File: src/rtl/func_gate_pipe_pkg.sv
// Shared control definitions for the func gate pipeline: class codes, default
// gate mask, beat layout and skid-buffer occupancy states.
package func_gate_pipe_pkg;

    localparam int unsigned CLASS_CODE_W = 10;
    localparam int unsigned BEAT_FUNC_W  = 3;

    // Bit position of each instruction class in the one-hot decoder code
    typedef enum int unsigned {
        CLS_LUI    = 0,
        CLS_AUIPC  = 1,
        CLS_OP_IMM = 2,
        CLS_JAL    = 3,
        CLS_JALR   = 4,
        CLS_OP     = 5,
        CLS_FENCE  = 6,
        CLS_BRANCH = 7,
        CLS_SYSTEM = 8,
        CLS_MEM    = 9
    } cls_idx_e;

    // Classes 0, 1, 3, 4, 6 and 8 have their func forced to zero
    localparam logic [CLASS_CODE_W-1:0] DEF_ZERO_MASK = 10'b01_0101_1011;

    typedef struct packed {
        logic [BEAT_FUNC_W-1:0]  func;
        logic [CLASS_CODE_W-1:0] code;
        logic                    illegal;
    } beat_t;

    typedef enum logic [1:0] {
        SKID_EMPTY,
        SKID_ONE,
        SKID_FULL
    } skid_state_e;

endpackage

File: src/rtl/func_gate_pipe_skid_buf.sv
// Generic two-entry valid/ready skid buffer: main register drives the output,
// skid register absorbs the beat accepted while the main register is stalled.
module skid_buf
    import func_gate_pipe_pkg::*;
#(
    parameter int unsigned W = 8
) (
    input  logic         clk,
    input  logic         rst_n,
    input  logic         flush,
    input  logic         in_valid,
    output logic         in_ready,
    input  logic [W-1:0] in_data,
    output logic         out_valid,
    input  logic         out_ready,
    output logic [W-1:0] out_data
);

    skid_state_e  state, state_n;
    logic [W-1:0] m_data, s_data;
    logic         accept, drain;
    logic         load_m, load_s, m_from_s;

    assign accept    = in_valid && in_ready;
    assign out_valid = (state != SKID_EMPTY);
    assign drain     = out_valid && out_ready;
    assign out_data  = m_data;

    always_comb begin
        state_n  = state;
        load_m   = 1'b0;
        load_s   = 1'b0;
        m_from_s = 1'b0;
        if (flush) begin
            state_n = SKID_EMPTY;
        end else begin
            case (state)
                SKID_EMPTY: begin
                    if (accept) begin
                        load_m  = 1'b1;
                        state_n = SKID_ONE;
                    end
                end
                SKID_ONE: begin
                    if (accept && drain) begin
                        load_m = 1'b1;
                    end else if (accept) begin
                        load_s  = 1'b1;
                        state_n = SKID_FULL;
                    end else if (drain) begin
                        state_n = SKID_EMPTY;
                    end
                end
                SKID_FULL: begin
                    if (drain) begin
                        load_m   = 1'b1;
                        m_from_s = 1'b1;
                        if (accept) load_s  = 1'b1;
                        else        state_n = SKID_ONE;
                    end
                end
                default: state_n = SKID_EMPTY;
            endcase
        end
    end

    // in_ready is a flop tracking whether the skid entry will be free
    always_ff @(posedge clk or negedge rst_n) begin
        if (!rst_n) begin
            state    <= SKID_EMPTY;
            m_data   <= '0;
            s_data   <= '0;
            in_ready <= 1'b1;
        end else begin
            state    <= state_n;
            in_ready <= (state_n != SKID_FULL);
            if (flush) begin
                m_data <= '0;
                s_data <= '0;
            end else begin
                if (load_m) m_data <= m_from_s ? s_data : in_data;
                if (load_s) s_data <= in_data;
            end
        end
    end

endmodule

File: src/rtl/func_gate_pipe.sv
// Func gate between decode and execute, registered behind a skid buffer.
// Define FUNC_GATE_ONEHOT_CHK_EN to flag and zero beats whose class code is not one-hot.
module func_gate_pipe
    import func_gate_pipe_pkg::*;
#(
    parameter int unsigned          CODE_W    = CLASS_CODE_W,
    parameter int unsigned          FUNC_W    = BEAT_FUNC_W,
    parameter logic [CODE_W-1:0]    ZERO_MASK = DEF_ZERO_MASK
) (
    input  logic              clk,
    input  logic              rst_n,
    input  logic              flush,
    input  logic              in_valid,
    output logic              in_ready,
    input  logic [CODE_W-1:0] in_code,
    input  logic [FUNC_W-1:0] in_insn,
    output logic              out_valid,
    input  logic              out_ready,
    output logic [FUNC_W-1:0] out_func,
    output logic [CODE_W-1:0] out_code,
    output logic              out_illegal
);

    localparam int unsigned PAY_W = FUNC_W + CODE_W + 1;

    logic              masked;
    logic              illegal;
    logic [FUNC_W-1:0] func;
    logic [PAY_W-1:0]  in_pay, out_pay;

    assign masked = |(in_code & ZERO_MASK);

`ifdef FUNC_GATE_ONEHOT_CHK_EN
    // x & (x-1) clears the lowest set bit, so non-zero means two or more bits
    assign illegal = (in_code == '0) || ((in_code & (in_code - CODE_W'(1))) != '0);
`else
    assign illegal = 1'b0;
`endif

    assign func   = (masked || illegal) ? '0 : in_insn;
    assign in_pay = {func, in_code, illegal};

    skid_buf #(
        .W (PAY_W)
    ) u_skid (
        .clk       (clk),
        .rst_n     (rst_n),
        .flush     (flush),
        .in_valid  (in_valid),
        .in_ready  (in_ready),
        .in_data   (in_pay),
        .out_valid (out_valid),
        .out_ready (out_ready),
        .out_data  (out_pay)
    );

    assign {out_func, out_code, out_illegal} = out_pay;

endmodule
File: config.mk
export PLATFORM = sky130hd
export DESIGN_NAME = func_gate_pipe
export DESIGN_NICKNAME = d
export VERILOG_FILES = /design/src/rtl/func_gate_pipe_pkg.sv /design/src/rtl/func_gate_pipe_skid_buf.sv /design/src/rtl/func_gate_pipe.sv
export SDC_FILE = /design/constraint.sdc
export NUM_CORES = 1
export LEC_CHECK = 0
export BUFFER_PORTS_ARGS = -buffer_cell sky130_fd_sc_hd__buf_2
export CAP_MARGIN = 20
export CELL_PAD_IN_SITES_DETAIL_PLACEMENT = 1
export CELL_PAD_IN_SITES_GLOBAL_PLACEMENT = 1
export CORE_MARGIN = 2
export CORE_UTILIZATION = 43
export CTS_BUF_LIST = sky130_fd_sc_hd__clkbuf_4 sky130_fd_sc_hd__clkbuf_8
export CTS_CLUSTER_SIZE = 28
export DETAILED_ROUTE_END_ITERATION = 10
export PLACE_DENSITY = 0.92
export SLEW_MARGIN = 20
export SYNTH_ARGS = -nofsm -noshare
export SYNTH_HDL_FRONTEND = slang
export SYNTH_SLANG_ARGS = --single-unit
File: constraint.sdc
create_clock -name clk -period 1.9 [get_ports clk]
set_input_delay 0.38 -clock clk [delete_from_list [all_inputs] [get_ports clk]]
set_output_delay 0.38 -clock clk [all_outputs]
set_load 0.01 [all_outputs]
==> results of run 1 <==
-- cells in the mapped netlist (all sizes together) (2+ instances only) --
| master | number | area share, % |
|---|---|---|
| nand4 | 3 | 1.2 |
| nand2b | 5 | 2.0 |
| clkbuf | 3 | 0.72 |
| and2 | 2 | 0.80 |
| o21ai | 14 | 4.7 |
| buf | 6 | 3.3 |
| a211oi | 3 | 1.4 |
| dfrtp | 28 | 45 |
| nor2 | 7 | 2.1 |
| nand2 | 8 | 1.9 |
| mux2 | 3 | 2.9 |
| o21a | 2 | 0.96 |
| a21oi | 11 | 3.5 |
| ha | 4 | 3.2 |
| o2bb2ai | 7 | 3.9 |
| inv | 6 | 1.4 |
| mux2i | 10 | 6.4 |
| nand3 | 12 | 4.1 |
| o22ai | 3 | 1.2 |
-- per-stage QoR --
stage / total power, uW / hold WS [ps] / instances
after floorplan: 849.6 / 84.41 / 153
after global placement: 946.6 / 430.0 / 225
after detailed placement: 962.3 / 447.3 / 225
after CTS: 1362 / 77.59 / 233
after global routing: 1462 / 87.75 / 238
final: 1382 / 58.65 / 238
-- state kept, by name, summed over array words and instances, names as in the netlist --
register	count
u_skid.in_ready	1
u_skid.s_data	13
u_skid.out_data	13
u_skid.state	2
-- worst max-delay path, delay by kind of cell, from the launching register on --
kind,cells,cell delay [ps]
buffers and inverters,2,340
and+or+nand+nor,2,440
AOI/OAI and AO/OA,2,350
adders and majority gates,1,220
DFF,1,400
-- logic make-up (layout without fill, tap and decap cells) --
logic type | count (synthesis) | in the layout
compound gates | 46 | 47
simple gates | 45 | 45
flops | 29 | 29
buf+inv | 15 | 53
mux | 13 | 13
fa+ha+maj | 4 | 4
other cells | 1 | 1
-- cell type report --
| class | instances | area [um2] | share of cell area, % |
|---|---|---|---|
| multi-input cells | 110 | 778.2 | 41.61 |
| flip-flops and latches | 29 | 726.9 | 38.86 |
| repair buffers | 39 | 225.2 | 12.04 |
| clock buffers | 8 | 60.06 | 3.211 |
| well taps | 46 | 57.56 | 3.077 |
| inverters | 6 | 22.52 | 1.204 |
-- power groups by stage --
stage / Clock (uW) / Sequential [uW] / Combinational [uW]
final: 412 / 668 / 302
after global routing: 458 / 672 / 332
after CTS: 411 / 669 / 282
after detailed placement: 0 / 681 / 282
after global placement: 0 / 678 / 269
after floorplan: 0 / 688 / 161
-- path summary, 6_finish.rpt --
check,from,to,slack [ps],cells past startpoint
min in group clk,in_code[1],u_skid.s_data[2],300,3
hold reg to reg,u_skid.out_data[6],u_skid.out_data[6],510,1
setup / recovery,u_skid.state[0],u_skid.s_data[7],60,7
max in group asynchronous,rst_n,u_skid.out_data[12],1410,1
setup reg to reg,u_skid.state[0],u_skid.s_data[7],60,7
hold / removal,rst_n,u_skid.out_data[11],60,1
-- layer usage --
layer | up-vias | track usage (%) | wire (um)
met5 | - | 0 | 0
met4 | 0 | 10.37 | 80
met3 | 9 | 5.035 | 161
met2 | 29 | 37.37 | 2237
met1 | 694 | 27.40 | 1866
li1 | 638 | - | -
-- repair_timing --
item,CTS,global route
setup buffers,0,4
resized for setup,0,3
endpoints found under the setup margin,0,24
endpoints found under the hold margin,0,0
==> results.yml, run 1 <==
run_status:
  status: "finished, final reports clean"
final_layout:
  final_cell_mix: "buf_2, dfrtp_1, o21ai_0"
  drive_above_1_share_pct: 30.21
  diodes: 0
  nets: 213
  fin_area_mm2: 0.001871
  synthToLayoutAreaGrowth_pct: 19.03
  final_common_cell: "buf_2"
  fin_util_pct: 54.76
  nFillCells: 406
logic_synthesis:
  syn_area_per_cell_um2: 10.27
  yosysSeqAreaShare_pct: 46.26
  synth_compound_gate_area_share_pct: 19.82
  synth_seq_cells: 29
  yosys_warnings: 0
  syn_inst: 153
  synth_edf_count: 0
  ys_dominant_reg_cell: "dfrtp_1"
  synthMuxAreaShare_pct: 9.236
  synthSimpleGateAreaFrac_pct: 15.84
  synth_fa_ha_area_share_pct: 3.185
  synth_top_family_by_area: "compound AO/OA/AOI/OAI gates"
  ys_async_sr_fraction_pct: 100.0
  syn_nets: 175
  netlist-cell-type-count: 41
  synthXorXnorAreaFrac_pct: 0
  netlist_area_mm2: 0.001572
clock_network:
  cts_root_buffer: "clkbuf_4"
  clk_pin_slew_ps: 90
  cts_tree: "done"
  cts_hold_buf: 0
  cts_sinks: 29
  htreeDepth: 2
  clock_latency_ps: 340
  cts_buffer_depth: 2
  cts_buffers: 5
grt:
  antenna_found_initial: 0
  grt_pass1_vias: 1457
  grt_overflow: 0
  grt_max_degree: 30
  track_usage_pct: 22.32
  grt_pass1_wl_um: 6996
power_and_ir_drop:
  swShare_pct: 31.29
  p_int_uw: 949.5
  p_per_area_mw_per_mm2: 738.7
  peakVddDrop_mv: 0.3956
  power_leakage_uw: 0.0009333
  pwr-share-comb_pct: 21.9
  pwr-share-seq_pct: 48.4
  switchingPower_uw: 432.3
  clockPowerShare_pct: 29.8
timing:
  skew_ps: 9.756
  rsz0062_at_grt: "yes"
  hold_viol_final: 0
  fmax_mhz: 542.7
  timing.final.crit_share_pct: 96.97
  worst_slack_ps: 57.48
  max_slew.worst_pin.slew_ps: 662.2
  finalSetupTns_ps: 0
  drv_slew: 0
  setup_viol: 0
  maxSlewHeadroom_pct: 55.85
  period_needed_ps: 1843
worst_setup_path:
  crit_slowest_cell: "dfrtp_1"
  cp_max_fo: 16
  path_cells: "inv_1 -> ha_1 -> nand3b_1 -> buf_12 -> o21ai_4 -> nand3_1 -> a21oi_1"
  max_stage_delay_ps: 400
  cp-start-kind: "flip-flop"
  cp-end-kind: "flip-flop"
  cp.arrival_ps: 2110
  criticalPathCategory: "reg2reg"
  required_ps: 2160
floorplanning:
  die_x_um: 64.46
  core_area_mm2: 0.003416
  dieArea_mm2: 0.004154
  die_h_um: 64.46
  num_io_pins: 34
  start_util_pct: 46.01
  rows: 21
placed_design:
  gp_congestion: 0.8999
  portBuffers: 32
  placed_area_mm2: 0.001762
  place_ws_ps: 13.48
  hpwl_um: 3150
drt:
  wl_per_cell_um: 18.26
  via_per_inst: 5.756
  num_vias: 1370
  wirelength_um: 4346
  drt-initial-drc-count: 57
  antenna_left: 0
  drtPass1Iterations: 4
  drc: 0
min_path:
  worst_hold_path_type: "in2async"
run:
  cap_violations: 0
(Power assumes the default switching activity.)
==> inputs of run 2 (changes only) <==
==> constraint.sdc (replaced) <==
create_clock -name clk -period 2 [get_ports clk]
set_input_delay 0.4 -clock clk [delete_from_list [all_inputs] [get_ports clk]]
set_output_delay 0.4 -clock clk [all_outputs]
set_load 0.01 [all_outputs]
==> results.yml, run 2 (synthesis results as in run 1) <==
run_status:
  status: "finished, final reports clean"
drt:
  via_per_inst: 5.734
  drt-initial-drc-count: 91
  wl_per_cell_um: 18.06
  drc: 0
  drtPass1Iterations: 5
  wl_met3_um: 224
  highest_layer: "met4"
  wl_met1_um: 1833
  num_vias: 1336
  antenna_left: 0
  wirelength_um: 4209
  dr_wl_met2_um: 2046
timing:
  drv_slew: 0
  hold_viol_final: 0
  fmax_mhz: 543.3
  rsz0062_at_grt: "no"
  setup_viol: 0
  skew_ps: 13.14
  timing.final.crit_share_pct: 92.02
  period_needed_ps: 1840
  finalSetupTns_ps: 0
  max_slew.worst_pin.slew_ps: 641.6
  maxSlewHeadroom_pct: 57.23
final_layout:
  nets: 208
  diodes: 0
  synthToLayoutAreaGrowth_pct: 18.55
  drive_above_1_share_pct: 29.41
  instances_no_fill: 233
  final_cell_mix: "buf_2, dfrtp_1, o21ai_0"
  final_common_cell: "buf_2"
worst_setup_path:
  cp_top_family: "simple AND/OR/NAND/NOR gates"
  cp_max_fo: 8
  path_cells: "inv_1 -> ha_2 -> nand3b_1 -> buf_4 -> o221ai_1 -> nand2b_1 -> o2bb2ai_1"
  reg2reg_from: "u_skid.state[0]"
  required_ps: 2200
  criticalPathCategory: "reg2reg"
  cp_num_buf_inv: 2
  cp.arrival_ps: 2040
  crit_slowest_cell: "dfrtp_2"
  cp-end-kind: "flip-flop"
  max_stage_delay_ps: 440
  regToRegSetupSlack_ps: 160
  ff2ff_path_depth: 7
  r2r-end: "u_skid.out_data[4]"
  cp-start-kind: "flip-flop"
clock_network:
  cts_root_buffer: "clkbuf_4"
  cts_sinks: 29
  clk_pin_slew_ps: 90
  cts_buffer_depth: 2
  cts_buffers: 5
  clock_latency_ps: 330
  cts_tree: "done"
  htreeDepth: 2
min_path:
  worst_hold_path_type: "in2async"
floorplanning:
  rows: 21
  num_io_pins: 34
  core_area_mm2: 0.003416
  start_util_pct: 46.01
  die_x_um: 64.46
  die_h_um: 64.46
  dieArea_mm2: 0.004154
power_and_ir_drop:
  peakVddDrop_mv: 0.3604
  p_per_area_mw_per_mm2: 767.7
  power_leakage_uw: 0.0009218
placed_design:
  portBuffers: 32
  hpwl_um: 3071
  dp.cells: 223
  gp_congestion: 0.9130
grt:
  grt_max_degree: 30
  antenna_found_initial: 0
  grt_pass1_vias: 1382
  grt_overflow: 0
  track_usage_pct: 22.11
  grt_pass1_wl_um: 7065
run:
  cap_violations: 0
## run 2: cell count changes in the layout (fill, tap and decap cells not counted), sizes merged
cell and change:
o21a -1, buf -4, clkbuf -1, bufinv +1
## run 2: how the worst max path moves through the flow
stage,from,depth (start not counted),endpoint
floorplan,u_skid.state[0],6,u_skid.out_data[11]
global placement,u_skid.state[0],6,u_skid.out_data[11]
detailed placement,u_skid.state[0],7,u_skid.s_data[9]
CTS,u_skid.state[0],7,u_skid.s_data[9]
global route,u_skid.state[0],7,u_skid.out_data[4]
finish,u_skid.state[0],7,u_skid.out_data[4]
## run 2: layout make-up
type | instances | area [um2]
fill | 407 | 1553
clock inverter | 1 | 30.03
inverter | 6 | 22.52
sequential | 29 | 728.2
clock buffer | 7 | 58.81
tap | 46 | 57.56
multi-input combinational | 109 | 770.7
timing repair buffer | 35 | 195.2
## run 2: layer usage
layer	global-route usage (%)	vias to the layer above
met3	5.208	14
met5	0	-
met4	9.574	0
met2	35.68	49
li1	-	626
met1	28.47	647
## run 2: report_power, final
part | leakage [uW] | total, uW | switching, uW | internal (uW)
sequential | 0.000392 | 636 | 20.0 | 616
combinational | 0.000481 | 270 | 174 | 96.1
clock | 0.0000489 | 524 | 212 | 312
## run 2: through the flow
step	util (%)	hold WS, ps	power [uW]	instance area (um2)	worst slack [ps]
finish	54.54	80.30	1430	1863	159.5
global route	54.54	126.0	1497	1863	25.63
CTS	53.96	111.8	1422	1843	47.76
detailed placement	51.14	463.4	903.8	1747	18.87
global placement	51.14	455.7	888.7	1747	153.5
floorplan	-	104.4	807.2	1572	288.8
## run 2: timing repair
item                       CTS  global route
pin swaps                    0             1
resized for setup            0             5
setup endpoints to repair    1            24
buffers inserted             1             1
hold buffers                 0             0
==> inputs of run 3 (changes only) <==
--- a/config.mk
+++ b/config.mk
@@ -14,8 +14,9 @@
 export CTS_BUF_LIST = sky130_fd_sc_hd__clkbuf_4 sky130_fd_sc_hd__clkbuf_8
 export CTS_CLUSTER_SIZE = 28
 export DETAILED_ROUTE_END_ITERATION = 10
-export PLACE_DENSITY = 0.92
+export PLACE_DENSITY = 0.91
 export SLEW_MARGIN = 20
 export SYNTH_ARGS = -nofsm -noshare
 export SYNTH_HDL_FRONTEND = slang
+export SYNTH_HIERARCHICAL = 1
 export SYNTH_SLANG_ARGS = --single-unit
==> results.yml, run 3 <==
worst_setup_path:
  cp_max_fo: 14
  cp_top_family: "simple AND/OR/NAND/NOR gates"
  required_ps: 2190
  cp.arrival_ps: 2080
  path_cells: "inv_1 -> ha_1 -> and3b_1 -> a21oi_2 -> nor3b_4 -> buf_12 -> mux2i_2"
  cp-start-kind: "flip-flop"
  cp-endpoint: "u_skid/s_data[8]"
  regToRegSetupSlack_ps: 110
  r2r-end: "u_skid/s_data[8]"
  criticalPathCategory: "reg2reg"
  cp_num_buf_inv: 2
  cp_num_cells: 7
  cp-end-kind: "flip-flop"
  ff2ff_path_depth: 7
  reg2reg_from: "u_skid/state[0]"
  startpoint: "u_skid/state[0]"
  crit_slowest_cell: "dfrtp_2"
  max_stage_delay_ps: 400
logic_synthesis:
  synth_compound_gate_area_share_pct: 15.28
  synthTopCellsByCount: "dfrtp_1, nand2_1, nand2b_1"
  synth_fa_ha_area_share_pct: 2.896
  synth_edf_count: 0
  ys_async_sr_fraction_pct: 100.0
  ys_dominant_reg_cell: "dfrtp_1"
  syn_area_per_cell_um2: 9.818
  synthMuxAreaShare_pct: 8.110
  synthXorXnorAreaFrac_pct: 0
  netlist_area_mm2: 0.001728
  syn_inst: 176
  yosys_warnings: 6
  synthTopCellsByArea: "dfrtp_1, nand2b_1, mux2i_1"
  yosysSeqAreaShare_pct: 44.97
  synth_top_family_by_area: "simple AND/OR/NAND/NOR gates"
  synthSimpleGateAreaFrac_pct: 24.11
  netlist-cell-type-count: 31
  yosysTopAreaCellShare_pct: 43.45
  synth_seq_cells: 31
  synth_top_area_cell: "dfrtp_1"
grt:
  grt_overflow: 0
  track_usage_pct: 22.38
  grt_max_degree: 32
  grt_pass1_vias: 1527
  grt_pass1_wl_um: 7293
  antenna_found_initial: 0
final_layout:
  final_common_cell: "buf_2"
  diodes: 0
  instances_no_fill: 263
  synthToLayoutAreaGrowth_pct: 20.27
  nets: 234
  final_cell_mix: "buf_2, nand2_1, nand2b_1"
  drive_above_1_share_pct: 26.29
clock_network:
  clk_pin_slew_ps: 70
  clock_latency_ps: 280
  htreeDepth: 2
  post_cts_buffers: 0
  cts_hold_buf: 0
  cts_sinks: 31
  cts_buffer_depth: 2
  ctsResizeCount: 0
  cts_root_buffer: "clkbuf_8"
  cts_tree: "done"
  cts_buffers: 5
power_and_ir_drop:
  swShare_pct: 27.99
  p_int_uw: 1142
  p_per_area_mw_per_mm2: 762.9
  fin_total_pwr_uw: 1585
  clockPowerShare_pct: 35.7
  pwr-share-seq_pct: 44.1
  peakVddDrop_mv: 0.3096
  power_leakage_uw: 0.0009601
  pwr-share-comb_pct: 20.2
  switchingPower_uw: 443.8
timing:
  worst_slack_ps: 111.2
  fmax_mhz: 529.4
  period_needed_ps: 1889
  hold_ws_ps: 176.2
  max_slew.worst_pin.slew_ps: 723.3
  setup_viol: 0
  drv_slew: 0
  timing.final.crit_share_pct: 94.44
  hold_viol_final: 0
  skew_ps: 3.114
  maxSlewHeadroom_pct: 51.78
drt:
  num_vias: 1453
  wirelength_um: 4659
  drt-initial-drc-count: 59
  drc: 0
  via_per_inst: 5.525
  drtPass1Iterations: 4
  wl_per_cell_um: 17.71
  antenna_left: 0
placed_design:
  dp.cells: 255
  portBuffers: 33
  hpwl_um: 3144
  gp_congestion: 0.8055
  place_ws_ps: 79.71
floorplanning:
  die_x_um: 67.39
  rows: 23
  start_util_pct: 43.83
  core_area_mm2: 0.003943
  die_h_um: 67.39
  dieArea_mm2: 0.004541
  num_io_pins: 34
min_path:
  worst_hold_path_type: "in2async"
run_status:
  status: "finished, final reports clean"
run:
  cap_violations: 0
-- run 3: cell types whose count changed after synthesis, moves of 11 or more --
cell and change:
a21oi_1 -11, a31oi_1 +15, nand2_1 +22, nand2b_1 +24, o21a_1 +12, o21ai_0 -13
-- run 3: worst reg2reg max path: cells and delay by family (launching register included) --
family	cells	cell delay (ps)
adder cells (fa/ha/maj)	1	290
AO/OA/AOI/OAI	1	60
AND/OR/NAND/NOR	2	520
buffers and inverters	2	270
flip-flops	1	400
multiplexers	1	250
-- run 3: power by group through the flow --
stage	registers, uW	logic [uW]	clock network (uW)
6_report	699	321	566
4_1_cts	699	324	577
3_5_place_dp	709	319	0
3_3_place_gp	706	306	0
2_1_floorplan	724	171	0
5_1_grt	705	354	602
-- run 3: metal layers --
metal / up-vias / track usage, % / wire, um
met1: 718 / 23.84 / 1862
met3: 14 / 5.000 / 206
met2: 46 / 41.96 / 2462
li1: 675 / - / -
met5: - / 0 / 0
met4: 0 / 9.694 / 127
-- run 3: worst min-delay path by stage --
stage                              startpoint                  end  slack [ps]  depth (start not counted)
final                                   rst_n   u_skid/out_data[6]         180                          1
after CTS                               rst_n   u_skid/out_data[6]         190                          1
after global placement    u_skid/out_data[11]  u_skid/out_data[11]         470                          1
after floorplan                         rst_n   u_skid/out_data[0]         100                          0
after detailed placement   u_skid/out_data[0]   u_skid/out_data[0]         470                          1
after global routing                    rst_n   u_skid/out_data[5]         220                          1
-- run 3: logic make-up (layout without fill, tap and decap cells) --
group / count (synthesis) / count (layout)
and+or+nand+nor: 76 / 76
AOI/OAI and AO/OA: 35 / 35
DFF: 31 / 31
buffers and inverters: 15 / 51
muxes: 14 / 14
adders and majority gates: 4 / 4
other: 1 / 2
-- run 3: area by class of cell --
cell class	count	area (um2)
clock buffer	8	103.9
fill	471	1864
inverter	4	15.01
multi-input combinational	131	882.1
sequential	31	779.5
tap	50	62.56
timing repair buffer	39	235.2
-- run 3: stage by stage --
step           TNS, ps  util (%)  instance area, um2
2_1_floorplan        0         -                1732
3_3_place_gp         0     49.92                1968
3_5_place_dp         0     49.92                1968
4_1_cts              0     52.55                2072
5_1_grt         -5.049     52.71                2078
6_report             0     52.71                2078
